--- src/rtl/rotor_pwm_scheduler.sv ---
// Servo PWM generator for the braille rotor array: per-rotor shadow/active angles, frame-aligned updates.
// Outputs registered one cycle behind the counters; cmd_ready stays high after reset (no backpressure).
module rotor_pwm_scheduler #(
   parameter int NUM_ROTORS    = 32,
   parameter int IDX_W         = 5,
   parameter int TICK_DIV      = 50,
   parameter int FRAME_TICKS   = 20000,
   parameter int MIN_TICKS     = 500,
   parameter int STEP_TICKS    = 11,
   parameter int MAX_ANGLE     = 180,
   parameter int NEUTRAL_ANGLE = 90
) (
   input  logic                  clk,
   input  logic                  reset_n,
   input  logic                  cmd_valid,
   output logic                  cmd_ready,
   input  logic [IDX_W-1:0]      cmd_rotor,
   input  logic [7:0]            cmd_angle,
   output logic [NUM_ROTORS-1:0] pwm_out,
   output logic                  frame_start,
   output logic                  err_idx,
   output logic                  clamped
);

   localparam int TW = (TICK_DIV > 1) ? $clog2(TICK_DIV) : 1;

   logic [TW-1:0]         r_tick_cnt;
   logic [15:0]           r_frame_cnt;
   logic [7:0]            r_shadow [NUM_ROTORS];
   logic [7:0]            r_active [NUM_ROTORS];
   logic [NUM_ROTORS-1:0] r_pwm;
   logic                  r_cmd_ready;
   logic                  r_frame_start;
   logic                  r_err_idx;
   logic                  r_clamped;

   logic                  w_tick;
   logic                  w_boundary;
   logic                  w_accept;
   logic                  w_idx_ok;
   logic                  w_over;
   logic [7:0]            w_angle;
   logic [15:0]           w_pulse [NUM_ROTORS];

   assign w_tick     = (r_tick_cnt == TW'(TICK_DIV - 1));
   assign w_boundary = w_tick && (r_frame_cnt == 16'(FRAME_TICKS - 1));
   assign w_accept   = cmd_valid && r_cmd_ready;
   assign w_idx_ok   = (int'(cmd_rotor) < NUM_ROTORS);
   assign w_over     = (cmd_angle > 8'(MAX_ANGLE));
   assign w_angle    = w_over ? 8'(MAX_ANGLE) : cmd_angle;

   always_comb begin
      for (int i = 0; i < NUM_ROTORS; i++) begin
         w_pulse[i] = 16'(MIN_TICKS) + 16'(r_active[i]) * 16'(STEP_TICKS);
      end
   end

   // Prescaler and frame counter; the frame restarts from 0 at reset release.
   always_ff @(posedge clk or negedge reset_n) begin
      if (!reset_n) begin
         r_tick_cnt    <= '0;
         r_frame_cnt   <= '0;
         r_frame_start <= 1'b0;
      end else begin
         r_frame_start <= w_boundary;
         if (w_tick) begin
            r_tick_cnt  <= '0;
            r_frame_cnt <= w_boundary ? 16'd0 : r_frame_cnt + 16'd1;
         end else begin
            r_tick_cnt  <= r_tick_cnt + TW'(1);
         end
      end
   end

   // The boundary copy reads the pre-write shadow, so a same-cycle write lands one frame later.
   always_ff @(posedge clk or negedge reset_n) begin
      if (!reset_n) begin
         for (int i = 0; i < NUM_ROTORS; i++) begin
            r_shadow[i] <= 8'(NEUTRAL_ANGLE);
            r_active[i] <= 8'(NEUTRAL_ANGLE);
         end
      end else begin
         for (int i = 0; i < NUM_ROTORS; i++) begin
            if (w_accept && w_idx_ok && (cmd_rotor == IDX_W'(i))) begin
               r_shadow[i] <= w_angle;
            end
            if (w_boundary) begin
               r_active[i] <= r_shadow[i];
            end
         end
      end
   end

   always_ff @(posedge clk or negedge reset_n) begin
      if (!reset_n) begin
         r_pwm       <= '0;
         r_cmd_ready <= 1'b0;
         r_err_idx   <= 1'b0;
         r_clamped   <= 1'b0;
      end else begin
         r_cmd_ready <= 1'b1;
         r_err_idx   <= w_accept && !w_idx_ok;
         r_clamped   <= w_accept && w_idx_ok && w_over;
         for (int i = 0; i < NUM_ROTORS; i++) begin
            r_pwm[i] <= (r_frame_cnt < w_pulse[i]);
         end
      end
   end

   assign pwm_out     = r_pwm;
   assign cmd_ready   = r_cmd_ready;
   assign frame_start = r_frame_start;
   assign err_idx     = r_err_idx;
   assign clamped     = r_clamped;

endmodule

--- config.mk ---
export PLATFORM = sky130hd
export DESIGN_NAME = rotor_pwm_scheduler
export DESIGN_NICKNAME = d
export VERILOG_FILES = /design/src/rtl/rotor_pwm_scheduler.sv
export SDC_FILE = /design/constraint.sdc
export NUM_CORES = 2
export LEC_CHECK = 0
export ABC_CLOCK_PERIOD_IN_PS = 3800
export CORE_MARGIN = 2
export CORE_UTILIZATION = 60
export DETAILED_ROUTE_END_ITERATION = 8
export DONT_BUFFER_PORTS = 1
export GPL_TIMING_DRIVEN = 0
export PLACE_DENSITY_LB_ADDON = 0.15
export SKIP_LAST_GASP = 1
export SYNTH_ARGS = -nofsm -noshare
export SYNTH_HDL_FRONTEND = slang
export SYNTH_SLANG_ARGS = --single-unit
export TNS_END_PERCENT = 30
--- constraint.sdc ---
create_clock -name clk -period 3.8 [get_ports clk]
set_input_delay 0.38 -clock clk [delete_from_list [all_inputs] [get_ports clk]]
set_output_delay 0.38 -clock clk [all_outputs]
set_load 0.1 [all_outputs]
# --- After elaboration in Yosys (flattened, before gate mapping) ---
# Cells that the tools add are included.
word_totals:
  romBits: 0
  input_bits: 16
  n_memories: 0
  wordCells: 241
  output_inout_bits: 36
  mem_bits_rw: 0
  ff_bits: 569
  latchBits: 0
classes:
  magnitude_cmp: 33
  div: 0
  mul: 32
  bitwise: 0
  n_mux: 3
  n_eq_ne: 33
  n_shift: 0
  n_addsub: 34
  reduce_logical: 36
op_table:
  columns: ["cell", "n"]
  rows:
  - ["$lt A16 B13 Y1", 32]
  - ["$add A9 B12 Y13 const A", 32]
  - ["$mul A8 B4 Y12 const B", 32]
  - ["$eq A5 B5 Y1 const B", 16]
  - ["$eq A5 B4 Y1 const B", 8]
  - ["$logic_and A1 B1 Y1", 35]
  - ["$eq A5 B3 Y1 const B", 4]
  - ["$add A16 B1 Y16 const B", 1]
  - ["$eq A16 B15 Y1 const B", 1]
  - ["$mux W16", 1]
  - ["$eq A5 B2 Y1 const B", 2]
  - ["$gt A8 B8 Y1 const B", 1]
  - ["$mux W8", 1]
  - ["$add A6 B1 Y6 const B", 1]
  - ["$eq A6 B6 Y1 const B", 1]
  - ["$mux W6", 1]
  - ["$eq A5 B1 Y1 const B", 1]
  - ["$logic_not A5 Y1", 1]

# --- Longest topological paths before layout ---
logic_depth:
  word_depth: 3
  mapped_depth: 19
  mapped_depth_nobuf: 19

# --- Least setup slack after synthesis ---
# Ideal clock, no wire load.
synth_path:
  path_kind: "register to register"
  startpoint: "register r_active[91] in the netlist's numbering"
  endpoint: "register r_pwm[20] (netlist: pwm_out[20])"
  stages_incl_launch_ff: 18
  n_path_buf: 0
  setup_ps: 99
  t_arrival_ps: 3922
  setup_slack_ps: -221
  synth_period_minus_slack_ps: 4021
  cell_sequence: "dfstp_2 inv_1 fa_1 inv_1 fa_1 inv_1 fa_1 nor2b_1 o2111ai_1 nand3_1 o41a_1 xnor2_1 ha_1 a21oi_1 o21ai_0 a2111oi_0 o21ai_0 a311oi_1"
synth_via:
  elab_chain_len: 3
synth_lines:
  columns: ["element", "line", "text"]
  rows:
  - ["start, declared", "30", "logic [7:0] r_active [NUM_ROTORS];"]
  - ["start signal, assigned by index", "80", "r_active[i] <= 8'(NEUTRAL_ANGLE);"]
  - ["start signal, assigned by index", "88", "r_active[i] <= r_shadow[i];"]
  - ["$mul A8 B4 Y12", "54", "w_pulse[i] = 16'(MIN_TICKS) + 16'(r_active[i]) * 16'(STEP_TICKS);"]
  - ["$add A9 B12 Y13", "54", null]
  - ["$lt A16 B13 Y1", "105", "r_pwm[i] <= (r_frame_cnt < w_pulse[i]);"]
  - ["end signal, assigned by index", "105", null]
  - ["end, declared", "31", "logic [NUM_ROTORS-1:0] r_pwm;"]
# No other way between the ends.
# A chain may end at the register's enable or synchronous reset.

# --- Worst setup path after layout ---
layout_path:
  startpoint: "register r_active[89] in the netlist's numbering"
  endpoint: "register r_pwm[20] (netlist: pwm_out[20])"
# The elaborated chain is that of the path after synthesis.

==> results.txt <==
status = finished, violations left
violated checks = negative hold slack, max-slew violations, negative setup slack
Synth Net Count = 6932
area of the multi-input gates = 34900 sq um
maxcap violations = 0
Seq cells post-synth = 569
WP data arrival = 4.84 ns
post-synthesis cell type count = 55
first-pass GRT wire length = 214 mm
worst skew pair latency = 0.62 ns
FF-to-FF Start = r_active[89]$_DFFE_PN1P_
Max Root-Sink Buffers = 3
top post-synthesis cells by area = ha_1, dfrtp_1, dfstp_2
cell count after synthesis = 5633
final setup fails = 31
Setup CP Type = reg -> reg
total negative slack = -2.95 ns
Layout area overhead = 11.4%
I/O pin total = 52
Hold Path Class = in -> async
Final #Nets = 7109
crit path launch = r_active[89]$_DFFE_PN1P_
Tmin final = 4.39 ns
max-slew violations = 360
Placeable Area = 86800 sq um
max incr delay on CP = 0.61 ns
row count = 108
Post-synth ARST share = 100%
clk_skew = 0.0186 ns
# fillers = 6931
Design Power = 14.2 mW
final hold slack = -0.506 ns
RSZ-0062 raised after global routing = true
register area = 14600 sq um
post-synth top area share = 23.0%
final critical-path setup slack = -0.592 ns
Critical Path End Type = register
Routed WL = 134 mm
Syn Area/Cell = 9.32 sq um
Static Leak = 30.0 nW
hpwl dp = 92.7 mm
final RePlAce weighted congestion = 0.905
CTS tree = built
root buf cell = clkbuf_16
DRT antenna net count = 0
TritonRoute pass-1 iters = 8
CP Cell Sequence = fa_1, inv_1, fa_1, inv_1, ha_4, nor2b_4, o2111ai_2, nand3_2, o41a_1, xnor2_1, ha_1, a21oi_1, o21ai_1, a2111oi_0, o21ai_1, a311oi_4
sequential cell area fraction in the yosys report = 27.7%
total grt overflow = 0
post-synth top area cell = ha_1
synth warn = 0
slowest CP cell = dfstp_2
Worst Setup Start Kind = register
Die ar. = 89900 sq um
Vias/cell = 5.76
Worst-Margin Slew = 1.89 ns
Pwr Density = 242 nW/um^2
clock-pin slew on the worst setup and hold paths = 0.06 ns
initial antenna violation count = 10
Residual DRC = 0
Detailed Route Iter0 Violations = 2461
Peak Freq = 0.228 GHz
drt wl/cell = 19.1 um
CTS Buf Count = 69
Fin. Hold Viols = 313
largest net degree at the start of global routing = 570
deepest level of the CTS H-tree = 3
Vert. Die Dim = 300 um
CP Data Required Time = 4.25 ns
# port buffers = 0
GR Util All Layers = 30.1%
Max IR drop VDD = 0.317 mV
critical path fanouts, max = 6
layout cells sized above 1 = 14.2%
final worst path period share = 116%
number of synthesized flops with an enable pin = 0
Die Wd = 300 um
Starting Density = 60.5%
mapped cell area = 52500 sq um
Synth Flop Type = dfrtp_1
TritonCTS sink count = 569
Worst slew margin = -26.1%
via count = 40400
vias in the first global route = 40600
cell usage in the layout, fill, tap and decap left out, types with 68 or more instances in the layout:
| cell | instances |
|---|---|
| ha_1 | 920 |
| fa_1 | 297 |
| nand2b_1 | 85 |
| xnor2_1 | 68 |
| dfrtp_1 | 289 |
| clkbuf_1 | 76 |
| nor2_1 | 223 |
| a21o_1 | 185 |
| nand2_1 | 546 |
| o21ai_0 | 702 |
| a21oi_1 | 149 |
| o21a_1 | 73 |
| xor2_1 | 105 |
| dfstp_2 | 256 |
| clkbuf_16 | 71 |
| inv_1 | 896 |
| buf_4 | 125 |
metal layers:
metal / track usage [%] / wire length (um) / share of wire (%)
met1: 40.2 / 57500 / 43
met2: 49.2 / 62100 / 46
met3: 5.01 / 8850 / 6.6
met4: 11.6 / 5640 / 4.2
met5: 0 / 49 / 0.037
through the flow:
step	std cells	instance area [sq um]	hold slack, ns	setup slack (ns)	util, %
2_1_floorplan	5633	52500	0.0844	0.00510	-
3_3_place_gp	6788	54000	0.104	-1.14	62.2
3_5_place_dp	6798	54300	0.101	-1.00	62.6
4_1_cts	6958	57300	-0.558	-0.634	66.1
5_1_grt	7017	58500	-0.534	-0.817	67.4
6_report	7021	58500	-0.506	-0.592	67.4
Yosys cell counts, types with 4 or more instances:
cell	number
nand3_1	35
nor2_1	228
or2_2	35
inv_1	933
o22ai_1	31
nor3b_1	13
o311ai_0	31
buf_4	29
xor2_1	105
dfstp_2	256
buf_1	4
a21o_1	185
mux2_2	31
fa_1	320
clkbuf_1	67
or3_1	5
o31ai_1	31
nor4_1	34
a211oi_1	74
a221o_1	8
xnor2_1	72
buf_2	30
o21a_1	73
and4_1	10
o211ai_1	13
o21ai_0	730
a31oi_1	12
nand2b_1	85
o31a_1	62
o2111ai_1	13
nor3_1	6
nand2_1	546
dfrtp_1	313
ha_1	963
a21oi_1	161
nand4_1	28
nor2b_1	36
area by class of cell:
cell class              instances  share of cell area, %
multi-input cells            4000                   59.7
flip-flops and latches        569                   25.0
inverters                     933                   6.00
clock buffers                  99                   3.49
well taps                    1155                   2.47
repair buffers                106                   1.64
plain buffers                 131                   1.11
clock inverters                24                  0.558
diodes                          4                 0.0171
worst paths after layout:
kind	end	slack, ns	cells after the start
setup / recovery	pwm_out[20]$_DFF_PN0_	-0.59	16
hold / removal	pwm_out[13]$_DFF_PN0_	-0.51	0
setup reg to reg	pwm_out[20]$_DFF_PN0_	-0.59	16
hold reg to reg	r_active[64]$_DFFE_PN0P_	0.47	2
max in group asynchronous	r_active[90]$_DFFE_PN0P_	2.68	0
min in group clk	r_shadow[194]$_DFFE_PN0P_	0.09	2
kinds of logic after synthesis:
logic type               Yosys count  synth area share (%)
AO/OA/AOI/OAI                   1431                  16.4
XOR/XNOR                         177                  2.95
adder cells (fa/ha/maj)         1283                  35.2
other                              2                0.0143
buffers and inverters           1064                  7.90
multiplexers                      31                 0.665
AND/OR/NAND/NOR                 1076                  9.17
flip-flops                       569                  27.7
timing repair:
| item | CTS | global route |
|---|---|---|
| setup endpoints to repair | 32 | 34 |
| pin swaps | 62 | 112 |
| gates resized for setup | 97 | 164 |
| endpoints found under the hold margin | 569 | 319 |
| setup buffers | 37 | 59 |
critical path: cells and delay by family (launching register included):
kind,cells,cell delay [ns]
AOI/OAI and AO/OA,7,1.71
xor gates and xnor gates,1,0.14
adders and majority gates,4,1.36
buffers and inverters,2,0.19
DFF,1,0.61
and+or+nand+nor,2,0.23
power by group:
part	internal [mW]	total, mW	switching, mW
Sequential	6.52	6.72	0.194
Combinational	0.158	0.464	0.306
Clock	4.22	6.99	2.77
state kept, by name (all words and copies together) (netlist names):
name,count
r_active,256
r_shadow,256
pwm_out,32
r_frame_cnt,16
r_tick_cnt,6
clamped,1
cmd_ready,1
frame_start,1
Power figures use the tool's default switching activity.
